--- src/rtl/register_file_pkg.sv ---
// Shared core definitions for the RV32 integer register file.
package register_file_pkg;

  localparam int XLEN       = 32;
  localparam int REG_ADDR_W = 5;
  localparam int NUM_REGS   = 1 << REG_ADDR_W;

  typedef logic [REG_ADDR_W-1:0] reg_addr_t;
  typedef logic [XLEN-1:0]       word_t;

endpackage : register_file_pkg

--- src/rtl/register_file_read_port.sv ---
// One combinational read port: selects a register by address and forces
// zero for address 0 so x0 never depends on whatever sits in slot 0.
module regfile_read_port
  import register_file_pkg::*;
#(
  parameter int DATA_WIDTH = XLEN,
  parameter int ADDR_WIDTH = REG_ADDR_W
) (
  input  logic [ADDR_WIDTH-1:0]                         addr_i,
  input  logic [(1<<ADDR_WIDTH)-1:0][DATA_WIDTH-1:0]    regs_i,
  output logic [DATA_WIDTH-1:0]                         data_o
);

  // Address-indexed mux with x0 zero-forcing
  always_comb begin
    data_o = '0;
    if (addr_i != '0) begin
      data_o = regs_i[addr_i];
    end
  end

endmodule : regfile_read_port

--- src/rtl/register_file.sv ---
// RV32 integer register file: x1..x31 held in async-reset flops, x0 hardwired
// to zero, one synchronous write port and two independent combinational
// read ports. There is no write-to-read bypass: a read of the register being
// written returns the old value until the write edge.
module register_file
  import register_file_pkg::*;
#(
  parameter int DATA_WIDTH = XLEN,
  parameter int ADDR_WIDTH = REG_ADDR_W
) (
  input  logic                  clk,
  input  logic                  rst_n,
  input  logic                  we,
  input  logic [ADDR_WIDTH-1:0] wa,
  input  logic [DATA_WIDTH-1:0] wd,
  input  logic [ADDR_WIDTH-1:0] ra1,
  input  logic [ADDR_WIDTH-1:0] ra2,
  output logic [DATA_WIDTH-1:0] rd1,
  output logic [DATA_WIDTH-1:0] rd2
);

  localparam int NREGS = 1 << ADDR_WIDTH;

  // One-hot write enables; slot 0 has no storage so it never gets an enable
  logic [NREGS-1:1]              wen_d;
  logic [DATA_WIDTH-1:0]         regs_q [NREGS-1:1];
  logic [NREGS-1:0][DATA_WIDTH-1:0] rf_view;

  // Write-address decode, qualified by the write enable
  always_comb begin
    wen_d = '0;
    for (int i = 1; i < NREGS; i++) begin
      wen_d[i] = we && (wa == ADDR_WIDTH'(i));
    end
  end

  // Storage: each register clears on reset and loads wd when its enable is set
  for (genvar g = 1; g < NREGS; g++) begin : g_reg
    always_ff @(posedge clk or negedge rst_n) begin
      if (!rst_n) begin
        regs_q[g] <= '0;
      end else if (wen_d[g]) begin
        regs_q[g] <= wd;
      end
    end
  end

  // Flatten storage into a full-depth view with a constant zero in slot 0
  always_comb begin
    rf_view[0] = '0;
    for (int i = 1; i < NREGS; i++) begin
      rf_view[i] = regs_q[i];
    end
  end

  regfile_read_port #(
    .DATA_WIDTH (DATA_WIDTH),
    .ADDR_WIDTH (ADDR_WIDTH)
  ) u_rd_port1 (
    .addr_i (ra1),
    .regs_i (rf_view),
    .data_o (rd1)
  );

  regfile_read_port #(
    .DATA_WIDTH (DATA_WIDTH),
    .ADDR_WIDTH (ADDR_WIDTH)
  ) u_rd_port2 (
    .addr_i (ra2),
    .regs_i (rf_view),
    .data_o (rd2)
  );

endmodule : register_file

--- config.mk ---
export PLATFORM = sky130hd
export DESIGN_NAME = register_file
export DESIGN_NICKNAME = d
export VERILOG_FILES = /design/src/rtl/register_file_pkg.sv /design/src/rtl/register_file_read_port.sv /design/src/rtl/register_file.sv
export SDC_FILE = /design/constraint.sdc
export NUM_CORES = 2
export LEC_CHECK = 0
export BUFFER_PORTS_ARGS = -buffer_cell sky130_fd_sc_hd__buf_2
export CORE_UTILIZATION = 40
export DETAILED_ROUTE_END_ITERATION = 10
export GPL_TIMING_DRIVEN = 0
export SLEW_MARGIN = 20
export SYNTH_ARGS = -nofsm -noshare
export SYNTH_HDL_FRONTEND = slang
export SYNTH_SLANG_ARGS = --single-unit
--- constraint.sdc ---
create_clock -name clk -period 3.7 [get_ports clk]
set_clock_uncertainty 0.05 [all_clocks]
set_input_delay 0.37 -clock clk [delete_from_list [all_inputs] [get_ports clk]]
set_output_delay 0.37 -clock clk [all_outputs]
set_load 0.1 [all_outputs]
; ---- Word-level counts from Yosys, hierarchy flattened
; Cells that the tools add are included.
[totals]
ram_bits = 0
in_bits = 50
reg_bits = 992
rom_bits = 0
latchBits = 0
mem_count = 0
output_inout_bits = 64
elab_cells = 103
[op_classes]
n_eq_ne = 31
n_mul = 0
n_shift = 0
bitwise_logic = 0
n_reduce_logical = 33
n_addsub = 0
order_cmp = 2
muxes = 6
div = 0
[op_table]
columns = op, n
row1 = $bmux W32 S5, 2
row2 = $mux W32, 4
row3 = $eq A5 B5 Y1 const B, 16
row4 = $eq A5 B4 Y1 const B, 8
row5 = $logic_and A1 B1 Y1, 31
row6 = $eq A5 B3 Y1 const B, 4
row7 = $lt A5 B6 Y1 const B, 2
row8 = $eq A5 B2 Y1 const B, 2
row9 = $reduce_bool A5 Y1, 2
row10 = $eq A5 B1 Y1 const B, 1

; ---- Longest topological paths before layout
[depth]
word_depth = 3
depth_mapped = 8
depth_no_buf = 4

; ---- Cells and area by module
; Synthesis repeated with hierarchy kept, for this count alone.
[unflattened]
hier_cells = 3552
hier_area_um2 = 53830.4
[by_module_without_submodules]
columns = module, instances, area_each_um2, seq_area_each_um2, cells_per_inst
row1 = register_file, 1, 37094.3, 24823.8, 2224
row2 = regfile_read_port, 2, 8368.0, 0.0, 664

; ---- Worst setup path after synthesis
; OpenSTA, ideal clock, no wires.
[synth_path]
path_kind = in2out
startpoint = in ra1[1]
endpoint = out rd1[10]
path_buffers = 3
setup_slack_ps = -996
required_ps = 3280
arrival_time_ps = 4276
path_stages = 7
cell_sequence = buf_2 or2_2 buf_2 buf_1 o22ai_1 nor3_1 nor4_1
[synth_between]
elab_chain_len = 3
word_cells_on_any_way = 4
classes_between = 3 x mux / 1 x reduce/logical
[synth_rtl]
columns = element, line_no
row1 = from (decl), register_file.sv:16  ; input logic [ADDR_WIDTH-1:0] ra1,
row2 = $bmux W32 S5, register_file_read_port.sv:18  ; data_o = regs_i[addr_i];
row3 = $mux W32 (not written as such), register_file_read_port.sv:18
row4 = $mux W32 *, register_file_read_port.sv:17  ; if (addr_i != '0) begin
row5 = to (decl), register_file.sv:18  ; output logic [DATA_WIDTH-1:0] rd1,
; Mark *: on every way between the ends. The rest lies on a longest branch, timed or not. The select of a mux whose other input is x is not followed.

; ---- Worst setup path after layout
[layout_path]
startpoint = in ra2[0]
endpoint = out rd2[21]
[layout_between]
elab_chain_len = 3
word_cells_on_any_way = 4
classes_between = 3 x mux / 1 x reduce/logical
[layout_rtl]
columns = element, line_no
row1 = from (decl), register_file.sv:17  ; input logic [ADDR_WIDTH-1:0] ra2,
row2 = $bmux W32 S5, register_file_read_port.sv:18
row3 = $mux W32 (not written as such), register_file_read_port.sv:18
row4 = $mux W32 *, register_file_read_port.sv:17
row5 = to (decl), register_file.sv:19  ; output logic [DATA_WIDTH-1:0] rd2
; Marks and branches as above.

==> results.md <==
* Yosys reg bits at 992
* Die X at 367 um
* Rel. slew slack at 12.4%
* Endpoints failing hold at 0
* Max reg flops at 992
* Net Switching at 10400 uW
* Failing checks: setup timing
* Top_reg_cell synth: dfrtp_1
* Yosys top cell by area: dfrtp_1
* Placement Setup Slack at -539 ps
* Initial antenna violation count at 15
* Via count at 39161
* CP Max Fanout at 10
* Int Power at 22900 uW
* Mean Syn Cell Area at 13.1 um^2
* First-pass GRT wire length at 292000 um
* Count leader, synth: mux2_2
* Syn_nets at 4108
* Status: finished with violations
* Arrival @ worst endpoint at 3380 ps
* Starting Density at 40.4%
* Clock power share at 33.2%
* P_leak at 0.0272 uW
* Reg power frac at 43.8%
* RSZ-0062 raised after global routing: false
* Worst setup margin at -103 ps
* Data required time of the critical path at 3280 ps
* Iter 0 DRT Violations at 4126
* CTS Buf Count at 112
* Share of cells above drive strength 1 at 40.6%
* Sequential area share after synthesis at 46.7%
* Final Core Density at 46.1%
* Worst-Skew Late Latency at 720 ps
* Gr ovfl total at 0
* DIE HEIGHT at 367 um
* Critical setup path kind: in2out
* FMAX at 263 MHz
* Sw Share at 31.2%
* Drc violations at 0
* Max Root-Sink Buffers at 3
* Asr flop ratio synth at 100%
* Tightest Hold Check Type: in2async
* Synthesized area at 0.0532 mm^2
* Post-DP HPWL at 145000 um
* VDD IR max at 0.340 mV
* CTS root buffer: clkbuf_16
* Worst r2r dst: regs_q[646]$_DFFE_PN0P_
* CP endpoint kind: output pin
* YS warnings at 0
* Row count at 133
* Fin crit share at 103%
* Die ar. at 0.134 mm^2
* Gr usage total at 30.2%
* Biggest regs: regs_q: 992 flops
* Synth unique cells at 36
* PwrDens at 549 mW/mm^2
* Vias in the first global route at 39873
* Router iterations before antenna repair at 6
* Nets at 4370
* Area growth syn-to-layout at 14.1%
* Routed WL at 206000 um
* CTS tree: built
* Largest net degree at the start of global routing at 131
* Core ar. at 0.132 mm^2
* DR WL/cell at 33.4 um
* Top-area cell type share of the netlist area at 46.7%
* Synth cell count leaders: mux2_2 (1046), dfrtp_1 (992), mux2i_1 (641)
* Clk slew on worst S/H paths at 60 ps
* IO Pins at 114
* Max-slew violation count at 0
* Sink Count at 992
* Most flops, register: regs_q
* Worst Tran Pin Value at 1310 ps
* Antenna Nets Post-Route at 0
* Setup violators final at 8
* Gate power share at 23.0%
* CP Launch Type: input pin
* Layout fillers at 11979
* Ranking of synthesized cells by area: dfrtp_1 (47%), mux2_2 (22%), mux2i_1 (12%)
* Fin crit period at 3800 ps
* Routed vias/inst at 6.35
* I/O Buffers at 109
* Crit Reg-Reg Startpoint: regs_q[646]$_DFFE_PN0P_
* Synthesized instance count at 4058
* Gpl congestion at 0.949
* Htree depth at 3
* Worst r2r path cells at 1
* EDFF count, synth at 0
* Total of max-cap violations at 0
* Reg2reg setup slack at 2810 ps
critical path, stage by stage:
cell and delay [ps]:
buf_2 180, buf_4 240, buf_4 240, nor3b_2 670
buf_2 410, a22oi_1 140, a31oi_1 570, nor3_2 190
buf_2 340
cell families after synthesis:
group	share of synthesized area (%)
AO/OA/AOI/OAI	6.73
buffers and inverters	3.71
AND/OR/NAND/NOR	3.00
multiplexers	39.9
flip-flops	46.7
placed cells by master (no fill, tap or decap), types with 28 or more instances in the layout:
| cell type | instances |
|---|---|
| a22o_1 | 31 |
| buf_2 | 248 |
| mux2i_1 | 641 |
| a221o_1 | 63 |
| a21oi_1 | 32 |
| a22oi_1 | 63 |
| a211oi_1 | 28 |
| nor3_2 | 32 |
| nor2b_1 | 38 |
| mux4_2 | 129 |
| a31oi_1 | 31 |
| clkbuf_2 | 43 |
| nor3_1 | 129 |
| dlygate4sd3_1 | 33 |
| clkbuf_16 | 113 |
| nor4_2 | 32 |
| buf_4 | 46 |
| o22ai_1 | 256 |
| mux2_2 | 1046 |
| clkbuf_1 | 210 |
| dfrtp_1 | 992 |
layout make-up:
type / count / area [um^2] / area share (%)
Sequential cell: 992 / 24800 / 40.9
Clock inverter: 18 / 228 / 0.375
Buffer: 431 / 2080 / 3.43
Tap cell: 1755 / 2200 / 3.62
Timing Repair Buffer: 151 / 1180 / 1.94
Antenna cell: 8 / 20.0 / 0.0330
Multi-Input combinational cell: 2632 / 26800 / 44.2
Clock buffer: 181 / 3320 / 5.48
repair_timing:
| item | CTS | global route |
|---|---|---|
| setup endpoints to repair | 63 | 38 |
| setup buffers | 0 | 0 |
| endpoints found under the hold margin | 289 | 0 |
| pin swaps | 1 | 0 |
| gates resized for setup | 53 | 59 |
| hold buffers | 33 | 0 |
per-layer routing:
| metal | share of wire, % | wire, um | global-route usage (%) | up-vias |
|---|---|---|---|---|
| met4 | 5.6 | 11600 | 15.5 | 10 |
| met2 | 44 | 91700 | 45.8 | 1959 |
| li1 | - | - | - | 15986 |
| met3 | 8.5 | 17500 | 7.50 | 478 |
| met1 | 41 | 85100 | 39.9 | 20728 |
| met5 | 0.13 | 264 | 1.18 | - |
worst max path at each step:
stage                     slack, ps                      end    from  cells after the start
after global routing              4                  rd1[30]  ra1[0]                      9
final                          -100                  rd2[21]  ra2[0]                      9
after detailed placement       -540                  rd1[22]  ra1[1]                      9
after CTS                       0.2                  rd1[10]  ra1[0]                      9
after floorplan                 180                   rd1[6]  ra1[1]                      7
after global placement       -20260  regs_q[464]$_DFFE_PN0P_   rst_n                      1
per-stage QoR:
| stage | setup TNS [ps] | power (uW) | instance area (um^2) | hold slack [ps] | cells |
|---|---|---|---|---|---|
| after CTS | 0 | 33200 | 60500 | 93.5 | 6161 |
| after global placement | - | 21900 | 56300 | 431 | 5922 |
| after detailed placement | -15080 | 22200 | 56600 | 229 | 5931 |
| after global routing | 0 | 34500 | 60700 | 142 | 6164 |
| final | -347 | 33300 | 60700 | 113 | 6168 |
| after floorplan | 0 | 19800 | 53500 | 24.4 | 4058 |
power by group through the flow:
| stage | clock network (uW) | registers (uW) | logic, uW |
|---|---|---|---|
| floorplan | 0 | 14200 | 5620 |
| global placement | 0 | 14600 | 7330 |
| detailed placement | 0 | 14700 | 7490 |
| CTS | 11100 | 14500 | 7570 |
| global route | 11500 | 14800 | 8070 |
| finish | 11000 | 14600 | 7660 |
Note: power is estimated with default switching activity, not from simulation.
